--- src/rtl/falc56_bus_ctrl_if.sv ---
// Host request/response and FALC56 pad-stage signals of falc56_bus_ctrl.
// slave = the bus controller, master = host logic plus pad stage.
interface falc56_bus_ctrl_if;
  logic       REQ_I;
  logic       WE_I;
  logic       CS_SEL_I;
  logic [7:0] ADDR_I;
  logic [7:0] WDATA_I;
  logic       BUSY_O;
  logic       ACK_O;
  logic [7:0] RDATA_O;
  logic [1:0] IRQ_O;
  logic [7:0] F56_BADD_I;
  logic       F56_BADD_DIR_O;
  logic [7:0] F56_BADD_O;
  logic       F56_ALE_O;
  logic       F56_RDn_O;
  logic       F56_WRn_O;
  logic [1:0] F56_CSn_O;
  logic [1:0] F56_INT_I;

  modport slave (
    input  REQ_I, WE_I, CS_SEL_I, ADDR_I, WDATA_I, F56_BADD_O, F56_INT_I,
    output BUSY_O, ACK_O, RDATA_O, IRQ_O, F56_BADD_I, F56_BADD_DIR_O,
           F56_ALE_O, F56_RDn_O, F56_WRn_O, F56_CSn_O
  );

  modport master (
    output REQ_I, WE_I, CS_SEL_I, ADDR_I, WDATA_I, F56_BADD_O, F56_INT_I,
    input  BUSY_O, ACK_O, RDATA_O, IRQ_O, F56_BADD_I, F56_BADD_DIR_O,
           F56_ALE_O, F56_RDn_O, F56_WRn_O, F56_CSn_O
  );
endinterface

--- src/rtl/falc56_bus_ctrl.sv ---
// Turns single-beat host register requests into FALC56 Intel-style muxed bus cycles.
// Define FALC56_INT_SYNC_EN for synchronised, glitch-filtered interrupt outputs.
module falc56_bus_ctrl #(
  parameter int unsigned ALE_CYC = 2,
  parameter int unsigned STB_CYC = 4,
  parameter int unsigned REC_CYC = 2
) (
  input logic              CLK_I,
  input logic              RSTn_I,
  falc56_bus_ctrl_if.slave bus
);

  typedef enum logic [2:0] {S_IDLE, S_ALE, S_ADH, S_STB, S_REC} state_t;

  localparam logic [3:0] ALE_LD = 4'(ALE_CYC - 1);
  localparam logic [3:0] STB_LD = 4'(STB_CYC - 1);
  localparam logic [3:0] REC_LD = 4'(REC_CYC - 1);

  state_t     state_q, state_d;
  logic [3:0] cnt_q, cnt_d;
  logic       we_q, we_d;
  logic [7:0] wdata_q, wdata_d;
  logic       busy_q, busy_d;
  logic       ack_q, ack_d;
  logic [7:0] rdata_q, rdata_d;
  logic [7:0] badd_q, badd_d;
  logic       dir_q, dir_d;
  logic       ale_q, ale_d;
  logic       rdn_q, rdn_d;
  logic       wrn_q, wrn_d;
  logic [1:0] csn_q, csn_d;
  logic [1:0] irq_q, irq_d;
`ifdef FALC56_INT_SYNC_EN
  logic [1:0] int_s1_q, int_s1_d;
  logic [1:0] int_s2_q, int_s2_d;
  logic [1:0] int_s3_q, int_s3_d;
  logic [1:0] int_agree;
`endif

  always_comb begin
    state_d = state_q;
    cnt_d   = cnt_q;
    we_d    = we_q;
    wdata_d = wdata_q;
    busy_d  = busy_q;
    ack_d   = 1'b0;
    rdata_d = rdata_q;
    badd_d  = badd_q;
    dir_d   = dir_q;
    ale_d   = ale_q;
    rdn_d   = rdn_q;
    wrn_d   = wrn_q;
    csn_d   = csn_q;

    unique case (state_q)
      S_IDLE: begin
        if (bus.REQ_I) begin
          we_d    = bus.WE_I;
          wdata_d = bus.WDATA_I;
          busy_d  = 1'b1;
          cnt_d   = ALE_LD;
          csn_d   = bus.CS_SEL_I ? 2'b01 : 2'b10;
          ale_d   = 1'b1;
          badd_d  = bus.ADDR_I;
          dir_d   = 1'b1;
          state_d = S_ALE;
        end
      end
      S_ALE: begin
        if (cnt_q == 4'd0) begin
          ale_d   = 1'b0;
          state_d = S_ADH;
        end else begin
          cnt_d = cnt_q - 4'd1;
        end
      end
      S_ADH: begin
        cnt_d   = STB_LD;
        state_d = S_STB;
        if (we_q) begin
          wrn_d  = 1'b0;
          badd_d = wdata_q;
          dir_d  = 1'b1;
        end else begin
          rdn_d = 1'b0;
          dir_d = 1'b0;
        end
      end
      S_STB: begin
        // Read data is sampled on the same edge that releases the strobe.
        if (cnt_q == 4'd0) begin
          rdn_d   = 1'b1;
          wrn_d   = 1'b1;
          cnt_d   = REC_LD;
          state_d = S_REC;
          if (!we_q) begin
            rdata_d = bus.F56_BADD_O;
          end
        end else begin
          cnt_d = cnt_q - 4'd1;
        end
      end
      S_REC: begin
        // CSn is held through the first recovery clock only.
        csn_d = 2'b11;
        if (cnt_q == 4'd0) begin
          busy_d  = 1'b0;
          dir_d   = 1'b0;
          ack_d   = 1'b1;
          state_d = S_IDLE;
        end else begin
          cnt_d = cnt_q - 4'd1;
        end
      end
      default: state_d = S_IDLE;
    endcase

`ifdef FALC56_INT_SYNC_EN
    int_s1_d  = bus.F56_INT_I;
    int_s2_d  = int_s1_q;
    int_s3_d  = int_s2_q;
    int_agree = ~(int_s2_q ^ int_s3_q);
    irq_d     = (int_agree & int_s3_q) | (~int_agree & irq_q);
`else
    irq_d = bus.F56_INT_I;
`endif
  end

  always_ff @(posedge CLK_I or negedge RSTn_I) begin
    if (!RSTn_I) begin
      state_q  <= S_IDLE;
      cnt_q    <= 4'd0;
      we_q     <= 1'b0;
      wdata_q  <= 8'h00;
      busy_q   <= 1'b0;
      ack_q    <= 1'b0;
      rdata_q  <= 8'h00;
      badd_q   <= 8'h00;
      dir_q    <= 1'b0;
      ale_q    <= 1'b0;
      rdn_q    <= 1'b1;
      wrn_q    <= 1'b1;
      csn_q    <= 2'b11;
      irq_q    <= 2'b00;
`ifdef FALC56_INT_SYNC_EN
      int_s1_q <= 2'b00;
      int_s2_q <= 2'b00;
      int_s3_q <= 2'b00;
`endif
    end else begin
      state_q  <= state_d;
      cnt_q    <= cnt_d;
      we_q     <= we_d;
      wdata_q  <= wdata_d;
      busy_q   <= busy_d;
      ack_q    <= ack_d;
      rdata_q  <= rdata_d;
      badd_q   <= badd_d;
      dir_q    <= dir_d;
      ale_q    <= ale_d;
      rdn_q    <= rdn_d;
      wrn_q    <= wrn_d;
      csn_q    <= csn_d;
      irq_q    <= irq_d;
`ifdef FALC56_INT_SYNC_EN
      int_s1_q <= int_s1_d;
      int_s2_q <= int_s2_d;
      int_s3_q <= int_s3_d;
`endif
    end
  end

  assign bus.BUSY_O         = busy_q;
  assign bus.ACK_O          = ack_q;
  assign bus.RDATA_O        = rdata_q;
  assign bus.IRQ_O          = irq_q;
  assign bus.F56_BADD_I     = badd_q;
  assign bus.F56_BADD_DIR_O = dir_q;
  assign bus.F56_ALE_O      = ale_q;
  assign bus.F56_RDn_O      = rdn_q;
  assign bus.F56_WRn_O      = wrn_q;
  assign bus.F56_CSn_O      = csn_q;

endmodule

--- src/flat_wrapper.sv ---
// flat-port wrapper written by rule: the top's interface ports become plain ports
module falc56_bus_ctrl_flat 
#(
  parameter int unsigned ALE_CYC = 2,
  parameter int unsigned STB_CYC = 4,
  parameter int unsigned REC_CYC = 2
)
  (CLK_I, RSTn_I, bus_REQ_I, bus_WE_I, bus_CS_SEL_I, bus_ADDR_I, bus_WDATA_I, bus_F56_BADD_O, bus_F56_INT_I, bus_BUSY_O, bus_ACK_O, bus_RDATA_O, bus_IRQ_O, bus_F56_BADD_I, bus_F56_BADD_DIR_O, bus_F56_ALE_O, bus_F56_RDn_O, bus_F56_WRn_O, bus_F56_CSn_O);
  falc56_bus_ctrl_if bus_i ();
  input logic CLK_I;
  input logic RSTn_I;
  input wire logic [$bits(bus_i.REQ_I)-1:0] bus_REQ_I;
  input wire logic [$bits(bus_i.WE_I)-1:0] bus_WE_I;
  input wire logic [$bits(bus_i.CS_SEL_I)-1:0] bus_CS_SEL_I;
  input wire logic [$bits(bus_i.ADDR_I)-1:0] bus_ADDR_I;
  input wire logic [$bits(bus_i.WDATA_I)-1:0] bus_WDATA_I;
  input wire logic [$bits(bus_i.F56_BADD_O)-1:0] bus_F56_BADD_O;
  input wire logic [$bits(bus_i.F56_INT_I)-1:0] bus_F56_INT_I;
  output wire logic [$bits(bus_i.BUSY_O)-1:0] bus_BUSY_O;
  output wire logic [$bits(bus_i.ACK_O)-1:0] bus_ACK_O;
  output wire logic [$bits(bus_i.RDATA_O)-1:0] bus_RDATA_O;
  output wire logic [$bits(bus_i.IRQ_O)-1:0] bus_IRQ_O;
  output wire logic [$bits(bus_i.F56_BADD_I)-1:0] bus_F56_BADD_I;
  output wire logic [$bits(bus_i.F56_BADD_DIR_O)-1:0] bus_F56_BADD_DIR_O;
  output wire logic [$bits(bus_i.F56_ALE_O)-1:0] bus_F56_ALE_O;
  output wire logic [$bits(bus_i.F56_RDn_O)-1:0] bus_F56_RDn_O;
  output wire logic [$bits(bus_i.F56_WRn_O)-1:0] bus_F56_WRn_O;
  output wire logic [$bits(bus_i.F56_CSn_O)-1:0] bus_F56_CSn_O;
  assign bus_i.REQ_I = bus_REQ_I;
  assign bus_i.WE_I = bus_WE_I;
  assign bus_i.CS_SEL_I = bus_CS_SEL_I;
  assign bus_i.ADDR_I = bus_ADDR_I;
  assign bus_i.WDATA_I = bus_WDATA_I;
  assign bus_i.F56_BADD_O = bus_F56_BADD_O;
  assign bus_i.F56_INT_I = bus_F56_INT_I;
  assign bus_BUSY_O = bus_i.BUSY_O;
  assign bus_ACK_O = bus_i.ACK_O;
  assign bus_RDATA_O = bus_i.RDATA_O;
  assign bus_IRQ_O = bus_i.IRQ_O;
  assign bus_F56_BADD_I = bus_i.F56_BADD_I;
  assign bus_F56_BADD_DIR_O = bus_i.F56_BADD_DIR_O;
  assign bus_F56_ALE_O = bus_i.F56_ALE_O;
  assign bus_F56_RDn_O = bus_i.F56_RDn_O;
  assign bus_F56_WRn_O = bus_i.F56_WRn_O;
  assign bus_F56_CSn_O = bus_i.F56_CSn_O;
  falc56_bus_ctrl #(.ALE_CYC(ALE_CYC), .STB_CYC(STB_CYC), .REC_CYC(REC_CYC)) u_core (.CLK_I(CLK_I), .RSTn_I(RSTn_I), .bus(bus_i));
endmodule
--- config.mk ---
export PLATFORM = sky130hd
export DESIGN_NAME = falc56_bus_ctrl_flat
export DESIGN_NICKNAME = d
export VERILOG_FILES = /design/src/rtl/falc56_bus_ctrl_if.sv /design/src/rtl/falc56_bus_ctrl.sv /design/src/flat_wrapper.sv
export SDC_FILE = /design/constraint.sdc
export NUM_CORES = 1
export LEC_CHECK = 0
export CAP_MARGIN = 0
export CORE_AREA = 5 5 51 97
export CTS_BUF_LIST = sky130_fd_sc_hd__clkbuf_4 sky130_fd_sc_hd__clkbuf_8
export CTS_CLUSTER_DIAMETER = 100
export DETAILED_ROUTE_END_ITERATION = 12
export DIE_AREA = 0 0 56 102
export GPL_ROUTABILITY_DRIVEN = 0
export GPL_TIMING_DRIVEN = 0
export MAX_ROUTING_LAYER = met4
export PLACE_DENSITY = 0.79
export SYNTH_ARGS = -nofsm -noshare
export SYNTH_HDL_FRONTEND = slang
export SYNTH_SLANG_ARGS = --single-unit
export TNS_END_PERCENT = 1
--- constraint.sdc ---
create_clock -name CLK_I -period 2.75 [get_ports CLK_I]
set_input_delay 0.4125 -clock CLK_I [delete_from_list [all_inputs] [get_ports CLK_I]]
set_output_delay 0.4125 -clock CLK_I [all_outputs]
set_load 0.01 [all_outputs]
* Word-level counts from Yosys, hierarchy flattened *
Cells that the tools add are included.

cells by class
  add/sub/neg operators = 1
  $mul = 0
  divide/modulo/power cells = 0
  $lt $le $gt $ge = 0
  eq/ne operators = 11
  shift operators = 0
  multiplexer cells = 28
  bitwise logic cells = 1
  reduce and logical (&&, ||, !) cells = 20

operator list
  operator                                                            count
  3-bit AND reduction                                                 8
  8-bit two-way mux                                                   2
  4-bit case mux with 4 select lines                                  1
  8-bit case mux with 2 select lines                                  1
  3-bit case mux with 5 select lines                                  1
  3-bit two-way mux                                                   4
  4-bit two-way mux                                                   3
  1-bit two-way mux                                                   8
  2-bit by 1-bit != test with 1-bit output, second input constant     4
  1-bit case mux with 2 select lines                                  4
  2-bit nonzero test                                                  4
  3-bit by 2-bit == test with 1-bit output, second input constant     2
  2-bit != test, second input constant                                3
  4-bit logical NOT                                                   1
  2-bit two-way mux                                                   2
  2-bit case mux with 2 select lines                                  1
  2-bit AND reduction                                                 2
  4-bit AND reduction                                                 1
  4-bit nonzero test                                                  1
  4-bit by 1-bit subtractor with 4-bit output, second input constant  1
  3-bit by 1-bit == test with 1-bit output, second input constant     1
  3-bit == test, second input constant                                1
  3-bit logical NOT                                                   1
  1-bit case mux with 3 select lines                                  1
  3 further kinds                                                     3

storage, ports and cells
  flip-flop bits (word level) = 42
  bits in latches = 0
  memory bits (writable) = 0
  memory bits (read-only) = 0
  input bits = 31
  word-level logic and storage cells = 75
  memories = 0

* Logic depth before layout (Yosys ltp) *
Gate-level depths: netlist of run 1.

  word-level depth = 4
  depth in mapped cells = 7

* Worst setup path before layout of run 1 *
Ideal clock, no wire load.

  kind = register to register
  start point = reg u_core.cnt_q[0]
  end point = reg u_core.rdata_q[0], in the netlist u_core.bus.RDATA_O[0]
  setup time = 0.125 ns
  data arrival time = 1.840 ns
  required time = 2.625 ns
  slack = 0.785 ns
  stages on the path, launching flop included = 8
  buffers on the path = 1
  period minus slack after synthesis = 1.965 ns
  cells stage by stage = dfrtp_1 -> inv_1 -> ha_1 -> nor3b_4 -> nand2_2 -> or3_1 -> buf_6 -> mux2_4

on the way
  cells in the longest elaborated chain, start to end = 2

RTL lines
  item                           RTL line                source
  from (decl)                    falc56_bus_ctrl.sv:20   logic [3:0] cnt_q, cnt_d;
  from (signal assigned)         falc56_bus_ctrl.sv:152  cnt_q <= cnt_d;
  4-bit logical NOT              falc56_bus_ctrl.sv:91   if (cnt_q == 4'd0) begin
  3-bit AND reduction (no line)  -
  to (signal assigned)           falc56_bus_ctrl.sv:157  rdata_q <= rdata_d;
  to (decl)                      falc56_bus_ctrl.sv:25   logic [7:0] rdata_q, rdata_d;

Every way passes these cells.
A chain may end at the register's enable or synchronous reset.

* Worst setup path in the final report of run 1 *
Ends and elaborated chain as after synthesis.

==> results of run 1 <==
-- through the flow --
stage / cells / util / power, mW / instance area, µm²
3_5_place_dp: 268 / 0.619 / 2.32 / 2530
6_report: 276 / 0.641 / 2.69 / 2620
4_1_cts: 276 / 0.641 / 2.73 / 2620
2_1_floorplan: 160 / - / 1.79 / 1900
5_1_grt: 276 / 0.641 / 2.90 / 2620
3_3_place_gp: 267 / 0.615 / 2.28 / 2510
-- cell type report --
class	instances	area (µm²)	share of cell area
Buffer	8	40.0	0.0153
Clock buffer	6	76.3	0.0291
Clock inverter	2	13.8	0.00525
Inverter	4	15.0	0.00573
Multi-Input combinational cell	106	788	0.301
Sequential cell	42	1060	0.403
Tap cell	52	65.1	0.0248
Timing Repair Buffer	56	566	0.216
-- state kept, by name, indices dropped and copies added, names as in the netlist --
register and cells:
u_core.bus.F56_BADD_I 8, u_core.bus.RDATA_O 8, u_core.wdata_q 8, u_core.cnt_q 4, u_core.state_q 3, u_core.bus.F56_CSn_O 2, u_core.bus.IRQ_O 2, u_core.bus.ACK_O 1
u_core.bus.BUSY_O 1, u_core.bus.F56_ALE_O 1, u_core.bus.F56_BADD_DIR_O 1, u_core.bus.F56_RDn_O 1, u_core.bus.F56_WRn_O 1, u_core.we_q 1
-- logic make-up (layout without fill, tap and decap cells) --
group           Yosys count  after routing  synth area share
xor+xnor                  1              1           0.00461
buf+inv                  12             76            0.0290
mux                      26             26             0.163
flops                    42             42             0.556
simple gates             43             43             0.120
compound gates           34             34             0.114
fa+ha+maj                 2              2            0.0132
-- routing by layer --
layer / track usage / wire (µm) / vias to the layer above
li1: - / - / 683
met1: 0.155 / 1470 / 692
met2: 0.309 / 2440 / 28
met3: 0.0329 / 140 / 6
met4: 0.0548 / 63 / 0
met5: - / 0 / -
-- path summary, 6_finish.rpt --
check | end | cells after the start | start | slack, ps
min in group CLK_I | u_core.bus.F56_BADD_I[6]$_DFFE_PN0P_ | 2 | u_core.bus.F56_BADD_I[6]$_DFFE_PN0P_ | 490
hold reg to reg | u_core.bus.F56_BADD_I[6]$_DFFE_PN0P_ | 2 | u_core.bus.F56_BADD_I[6]$_DFFE_PN0P_ | 490
max in group asynchronous | u_core.bus.F56_RDn_O$_DFFE_PN1P_ | 2 | RSTn_I | 2190
hold / removal | u_core.bus.IRQ_O[1]$_DFF_PN0_ | 1 | RSTn_I | 10
setup / recovery | u_core.bus.RDATA_O[0]$_DFFE_PN0P_ | 7 | u_core.cnt_q[0]$_DFFE_PN0P_ | 580
setup reg to reg | u_core.bus.RDATA_O[0]$_DFFE_PN0P_ | 7 | u_core.cnt_q[0]$_DFFE_PN0P_ | 580
-- where the power goes --
group	total [mW]	internal [mW]	switching, mW
logic	1.22	0.690	0.527
registers	1.07	0.901	0.173
clock network	0.397	0.189	0.208
total	2.69	1.78	0.909
-- layout by cell type (no fill, tap or decap), types with 2 or more instances in the layout --
cell type        count
mux2_4               8
o22a_1               3
nand2b_1             4
clkbuf_8             5
clkdlybuf4s50_1     54
dfrtp_1             38
or3_1                2
mux2_2               8
a21oi_1              4
o22ai_1              2
nor2_1               8
o21ai_0             16
buf_2                3
clkbuf_1             5
mux2i_1             10
a22o_1               2
nor3_1               5
or3b_2               2
inv_1                4
nand2_1             16
o31ai_1              2
dfstp_2              4
ha_1                 2
==> reports/metrics.cfg, run 1 <==
[floorplan]
ioPinCount = 57
die_h_um = 102
initial_utilization = 0.465
coreArea_um2 = 4090
die_w_um = 56
rows = 33
die_area_um2 = 5710

[layout]
drive_above_1_share = 0.179
fillerInstances = 343
diodes = 0
area_delta_synth_final_pct = 37.9
nets = 256

[timing]
min_period_ps = 2170
fin_crit_sh = 0.791
fmax_mhz = 460
hold_slack_ps = 13.4
tns_ps = 0
tightest_slew_ps = 558
finalMaxSlewViolations = 0
setup_ws_ps = 576
finalHoldViolations = 0
rsz0062_at_grt = no
max-slew-margin-rel = 0.628
clock_skew_ps = 11.1
setup_viol = 0

[logic_synthesis]
syn_nets = 193
async_flop_share = 1.00
synth_seq_area_share = 0.556
synth_seq_cells = 42
syn_avg_cell_area_um2 = 11.9
synth_area_um2 = 1900
synth_cell_types = 34
synth_cells = 160
ys_warn_count = 0
synth_top_area_frac = 0.501
synth_edf_count = 0
synth_common_cells = dfrtp_1, nand2_1, o21ai_0, mux2i_1
synth_largest_area_cell = dfrtp_1
ys_top_cells_by_area = dfrtp_1, mux2_4, dfstp_2
synth_most_common_cell = dfrtp_1
synthFlopType = dfrtp_1

[setup_path]
crit_buf_inv = 2
crit_chain = inv_1 > ha_1 > nor3b_4 > nand2_2 > or3_1 > buf_6 > mux2_4
cp_slowest_stage_delay_ps = 430
critPathArrivalTime_ps = 2350
cp_slowest_cell = dfrtp_1
path_max_fanout = 8
required_ps = 2920
setup.worst_path.class = reg2reg
critPathTopFamily = simple AND/OR/NAND/NOR gates
startpoint_type = flip-flop
end_kind = flip-flop

[clock_tree]
cts_buffers = 5
cts_setup_buffers = 0
htree_levels = 2
clkTransAtPathRegs_ps = 90
cts_buffer_depth = 2
clock_sinks = 42
cts_tree = built
cts.repair.resized = 0
clock_latency_ps = 290
postCtsHoldBufs = 0
cts_root_buffer = clkbuf_8

[route]
num_vias = 1409
post_drt_via_cell_ratio = 5.11
first_pass_iters = 4
drtAntennaViolNets = 0
drtIter0Drc = 16
wl_mm = 4.11
drc = 0
avgRoutedWirePerCell_um = 14.9

[global_routing]
grt_pass1_vias = 1478
grt_max_degree = 30
grt_overflow = 0
grt_usage = 0.161
grt_pass1_wl_mm = 6.97
antenna_found_initial = 0

[place]
dp_hpwl_mm = 3.22
portBuffers = 55
dpl_worst_slack_ps = 576

[min_path]
hold_path_class = in2async

[pwr]
p_leak_nw = 1.13
p_per_area_nw_per_um2 = 1030
ir_drop_v = 0.000600

[run_status]
outcome = finished, final reports clean

[job]
max_cap_viol_count = 0

Power figures use the tool's default switching activity.
==> run 2, diff against run 1 <==
Settings changed: CORE_AREA 5 5 51 97 to 5 5 53 101, DIE_AREA 0 0 56 102 to 0 0 58 106, PLACE_DENSITY 0.79 to 0.76.
Clock period 2.75 ns to 2 ns, I/O delays scaled along.
==> run 2 against run 1 <==
Wire length rose by 3.0%. Clock skew decreased by 4.3 ps. Sequential power increased by 38%. Via count grew 0.50%. Critical endpoint is now u_core.bus.RDATA_O[1]$_DFFE_PN0P_.
==> reports/metrics.cfg, run 2 (same netlist as run 1, synthesis figures left out) <==
[setup_path]
end_kind = flip-flop
r2r-start = u_core.cnt_q[1]$_DFFE_PN0P_
rr_worst_depth = 7  ; unchanged
regToRegEndpoint = u_core.bus.RDATA_O[1]$_DFFE_PN0P_
path_max_fanout = 8  ; unchanged
reg2reg_slack_ps = 90  ; -490 ps
critPathTopFamily = simple AND/OR/NAND/NOR gates
critPathArrivalTime_ps = 2090  ; -260 ps
crit_chain = inv_2 > ha_4 > nor3b_4 > nand2_2 > or3_4 > buf_6 > mux2_4
cp_slowest_stage_delay_ps = 410  ; -20 ps
required_ps = 2180  ; -740 ps
setup.worst_path.class = reg2reg
cp_slowest_cell = dfrtp_1
startpoint_type = flip-flop
crit_buf_inv = 2  ; unchanged

[layout]
nets = 259  ; +1.2%
area_delta_synth_final_pct = 41.7
diodes = 0  ; unchanged
most-common-layout-cells = clkdlybuf4s50_1, dfrtp_1, nand2_1, o21ai_0, mux2i_1
utilization = 0.591  ; -0.0500
drive_above_1_share = 0.207  ; +0.0285
final_common_cell = clkdlybuf4s50_1
finish.instance_area_um2 = 2690  ; +2.7%

[global_routing]
grt_usage = 0.157  ; -0.00369
antenna_found_initial = 0  ; unchanged
grt_pass1_wl_mm = 7.31  ; +5.0%
grt_pass1_vias = 1491  ; +0.88%
use_met1 = 0.173  ; +0.0174
grt_max_degree = 41  ; +37%
grt_overflow = 0  ; unchanged
grt_use_met3 = 0.0352  ; +0.00237
use_met2 = 0.269  ; -0.0407
busiest_layer = met2

[place]
portBuffers = 55  ; unchanged
dp_hpwl_mm = 3.14  ; -2.5%
dpl_cell_area_um2 = 2530  ; +0.15%

[route]
first_pass_iters = 4  ; unchanged
num_vias = 1416  ; +0.50%
drtIter0Drc = 27  ; +11
drc = 0  ; unchanged
wl_mm = 4.23  ; +3.0%
drtAntennaViolNets = 0  ; unchanged
avgRoutedWirePerCell_um = 15.0  ; +0.78%
post_drt_via_cell_ratio = 5.02  ; -1.6%

[clock_tree]
clock_latency_ps = 290  ; about the same
cts_tree = built
clock_sinks = 42  ; unchanged
htree_levels = 2  ; unchanged
clkTransAtPathRegs_ps = 80  ; about the same
cts_buffer_depth = 2  ; unchanged
cts_root_buffer = clkbuf_8
cts_buffers = 5  ; unchanged

[timing]
finalMaxSlewViolations = 0  ; unchanged
tightest_slew_ps = 552  ; -6.01 ps
finalHoldViolations = 0  ; unchanged
fmax_mhz = 523  ; +14%
max-slew-margin-rel = 0.632  ; +0.00401
min_period_ps = 1910  ; -264 ps
clock_skew_ps = 6.88  ; -4.25 ps
fin_crit_sh = 0.955  ; +0.165
setup_viol = 0  ; unchanged

[floorplan]
initial_utilization = 0.417  ; -0.0476
die_w_um = 58  ; +3.6%
die_area_um2 = 6150  ; +7.6%
die_h_um = 106  ; +3.9%
ioPinCount = 57  ; unchanged
rows = 35  ; +6.1%
coreArea_um2 = 4550  ; +11%

[pwr]
ir_drop_v = 0.000854  ; +42%
p_per_area_nw_per_um2 = 1450  ; +41%
p_leak_nw = 1.15  ; +2.0%

[min_path]
hold_path_class = in2async

[job]
max_cap_viol_count = 0  ; unchanged

[run_status]
outcome = finished, final reports clean

run 2: how the worst max path moves through the flow:
stage	slack (ps)	endpoint	from	cells after the start
floorplan	40	u_core.bus.RDATA_O[0]$_DFFE_PN0P_	u_core.cnt_q[0]$_DFFE_PN0P_	7
global placement	-490	u_core.wdata_q[2]$_DFFE_PN0P_	RSTn_I	1
detailed placement	-170	u_core.bus.RDATA_O[4]$_DFFE_PN0P_	u_core.cnt_q[0]$_DFFE_PN0P_	7
CTS	10	u_core.bus.RDATA_O[4]$_DFFE_PN0P_	u_core.cnt_q[1]$_DFFE_PN0P_	7
global route	-1	u_core.bus.RDATA_O[0]$_DFFE_PN0P_	u_core.cnt_q[1]$_DFFE_PN0P_	7
finish	90	u_core.bus.RDATA_O[1]$_DFFE_PN0P_	u_core.cnt_q[1]$_DFFE_PN0P_	7
run 2: cell type report:
type                       instances  area (µm²)
fill                             403        1860
sequential                        42        1060
multi-input combinational        106         806
timing repair buffer              59         591
clock buffer                       6        76.3
tap                               55        68.8
buffer                             8        41.3
clock inverter                     2        37.5
inverter                           4        15.0
run 2: repair_timing:
action	CTS	global route
resized for setup	0	7
endpoints found under the hold margin	2	0
buffers inserted	2	0
gates cloned	0	0
pin swaps	0	0
endpoints found under the setup margin	8	17
hold buffers	1	0
run 2: power breakdown:
group	internal, mW	switching, mW	total [mW]
sequential	1.24	0.240	1.48
clock	0.386	0.292	0.678
combinational	0.984	0.754	1.74
run 2: per-layer routing:
| layer | share of wire | vias to the layer above |
|---|---|---|
| li1 | - | 693 |
| met1 | 0.38 | 685 |
| met2 | 0.56 | 33 |
| met3 | 0.047 | 5 |
| met4 | 0.018 | 0 |
| met5 | 0 | - |
run 2: worst register-to-register path: cells and delay by family (launching register included):
kind / cells / cell delay, ps
AND/OR/NAND/NOR: 3 / 700
flip-flops: 1 / 410
multiplexers: 1 / 300
buffers and inverters: 2 / 260
adder cells (fa/ha/maj): 1 / 140
run 2: stage by stage:
stage                     setup slack [ps]  hold slack, ps  total power [mW]  TNS (ps)  instances
after CTS                             9.94             333              3.91         0        282
final                                 89.5             336              3.89         0        282
after global placement                -486             465              3.13    -19570        270
after global routing                 -1.44             336              4.20     -3.26        282
after floorplan                       35.3            4.41              2.46         0        160
after detailed placement              -168             113              3.19     -1330        271
==> run 3, diff against run 2 <==
Settings changed: CAP_MARGIN 0 to 20, RECOVER_POWER set to 50.
==> run 3 against run 2 <==
Utilization down 0.36 points. Total power down 0.55%. Flip-flop and latch count unchanged. Die area unchanged. Final area down 0.60%. Largest cell class unchanged. Clock power about the same. Wire length down 0.33%. Sequential power about the same.
==> reports/metrics.cfg, run 3 (same netlist as run 1, synthesis figures left out) <==
[run_status]
outcome = finished, final reports clean

[setup_path]
reg2reg_slack_ps = 90  ; about the same
path_max_fanout = 8  ; unchanged
rr_worst_depth = 7  ; unchanged
critPathArrivalTime_ps = 2090  ; about the same
setup.worst_path.class = reg2reg
r2r-start = u_core.cnt_q[1]$_DFFE_PN0P_
startpoint_type = flip-flop
regToRegEndpoint = u_core.bus.RDATA_O[1]$_DFFE_PN0P_
end_kind = flip-flop
required_ps = 2180  ; about the same

[layout]
nets = 259  ; unchanged
finish.instance_area_um2 = 2680  ; -0.60%
layout.cells.non_filler = 282  ; unchanged
diodes = 0  ; unchanged
utilization = 0.587  ; -0.00357
drive_above_1_share = 0.203  ; -0.00441
fillerInstances = 406  ; +0.74%
area_delta_synth_final_pct = 40.8
final_common_cell = clkdlybuf4s50_1
most-common-layout-cells = clkdlybuf4s50_1, dfrtp_1, nand2_1, o21ai_0, mux2i_1

[floorplan]
die_area_um2 = 6150  ; unchanged
coreArea_um2 = 4550  ; unchanged
initial_utilization = 0.417  ; unchanged
die_h_um = 106  ; unchanged
ioPinCount = 57  ; unchanged
die_w_um = 58  ; unchanged
rows = 35  ; unchanged

[timing]
finalHoldViolations = 0  ; unchanged
clock_skew_ps = 6.27  ; -0.615 ps
fmax_mhz = 524  ; about the same
tightest_slew_ps = 971  ; +419 ps
fin_crit_sh = 0.954  ; about the same
max-slew-margin-rel = 0.353  ; -0.279
min_period_ps = 1910  ; -1.90 ps
finalMaxSlewViolations = 0  ; unchanged
hold_slack_ps = 333  ; -3.37 ps
setup_viol = 0  ; unchanged

[global_routing]
grt_max_degree = 41  ; unchanged
grt_usage = 0.157  ; unchanged
grt_pass1_wl_mm = 7.31  ; unchanged
antenna_found_initial = 0  ; unchanged
grt_overflow = 0  ; unchanged
grt_pass1_vias = 1491  ; unchanged

[clock_tree]
clock_latency_ps = 290  ; about the same
clock_sinks = 42  ; unchanged
cts_buffers = 5  ; unchanged
htree_levels = 2  ; unchanged
cts_root_buffer = clkbuf_8
cts_tree = built
cts_buffer_depth = 2  ; unchanged
clkTransAtPathRegs_ps = 80  ; about the same

[route]
drtAntennaViolNets = 0  ; unchanged
drc = 0  ; unchanged
first_pass_iters = 4  ; unchanged
num_vias = 1415  ; -0.071%
wl_mm = 4.22  ; -0.33%
drtIter0Drc = 19  ; -30%
avgRoutedWirePerCell_um = 15.0  ; -0.33%
post_drt_via_cell_ratio = 5.02  ; about the same

[pwr]
p_per_area_nw_per_um2 = 1450  ; about the same
power_mw = 3.87  ; -0.55%
ir_drop_v = 0.000854  ; about the same
p_leak_nw = 1.15  ; -0.12%

[min_path]
hold_path_class = in2async

[place]
portBuffers = 55  ; unchanged
dpl_cell_area_um2 = 2530  ; unchanged
dp_hpwl_mm = 3.14  ; unchanged
dp_cells = 271  ; unchanged

[job]
max_cap_viol_count = 0  ; unchanged

==> run 3: cell count changes in the layout (fill, tap and decap cells not counted) <==
cell / change
clkdlybuf4s50_1: -8
buf_2: -1
clkbuf_1: +1
clkbuf_2: +1
buf_12: -1
dlygate4sd3_1: +8
==> run 3: power breakdown <==
part	total (mW)	internal [mW]	leakage, nW	switching, mW
Clock	0.675	0.386	0.0548	0.290
Sequential	1.48	1.24	0.498	0.239
Combinational	1.72	0.968	0.594	0.753
Total	3.87	2.59	1.15	1.28
==> run 3: critical path: stages (launching register included) <==
cell,delay [ps]
dfrtp_1,410
inv_2,100
ha_4,140
nor3b_4,220
nand2_2,100
or3_4,370
buf_6,160
mux2_4,300
==> run 3: worst max path at each step <==
stage | start | endpoint | slack [ps] | cells after the start
after floorplan | u_core.cnt_q[0]$_DFFE_PN0P_ | u_core.bus.RDATA_O[0]$_DFFE_PN0P_ | 40 | 7
after global placement | RSTn_I | u_core.wdata_q[2]$_DFFE_PN0P_ | -490 | 1
after detailed placement | u_core.cnt_q[0]$_DFFE_PN0P_ | u_core.bus.RDATA_O[4]$_DFFE_PN0P_ | -170 | 7
after CTS | u_core.cnt_q[1]$_DFFE_PN0P_ | u_core.bus.RDATA_O[4]$_DFFE_PN0P_ | 10 | 7
after global routing | u_core.cnt_q[1]$_DFFE_PN0P_ | u_core.bus.RDATA_O[0]$_DFFE_PN0P_ | -1 | 7
final | u_core.cnt_q[1]$_DFFE_PN0P_ | u_core.bus.RDATA_O[1]$_DFFE_PN0P_ | 90 | 7
==> run 3: layer usage <==
| layer | up-vias | GRT usage | wire length, µm |
|---|---|---|---|
| met5 | - | - | 0 |
| met4 | 0 | 0.0597 | 75 |
| met1 | 684 | 0.173 | 1560 |
| met2 | 35 | 0.269 | 2380 |
| li1 | 691 | - | - |
| met3 | 5 | 0.0352 | 205 |
==> run 3: area by class of cell <==
class                           instances  area (µm²)  area share
Clock buffer                            6        76.3      0.0285
Sequential cell                        42        1060       0.395
Tap cell                               55        68.8      0.0257
Timing Repair Buffer                   59         574       0.215
Clock inverter                          2        37.5      0.0140
Multi-Input combinational cell        106         806       0.301
Inverter                                4        15.0     0.00561
Buffer                                  8        41.3      0.0154
==> run 3: stage by stage <==
step / setup TNS (ps) / setup WS [ps]
global route: -3.26 / -1.44
global placement: -19570 / -486
finish: 0 / 91.4
CTS: 0 / 9.94
detailed placement: -1330 / -168
floorplan: 0 / 35.3
==> run 3: repair_timing <==
item                                    CTS  global route
pin swaps                                 0             0
endpoints found under the hold margin     2             0
hold buffers                              1             0
endpoints found under the setup margin    8            17
gates resized for setup                   0             7
setup buffers                             2             0
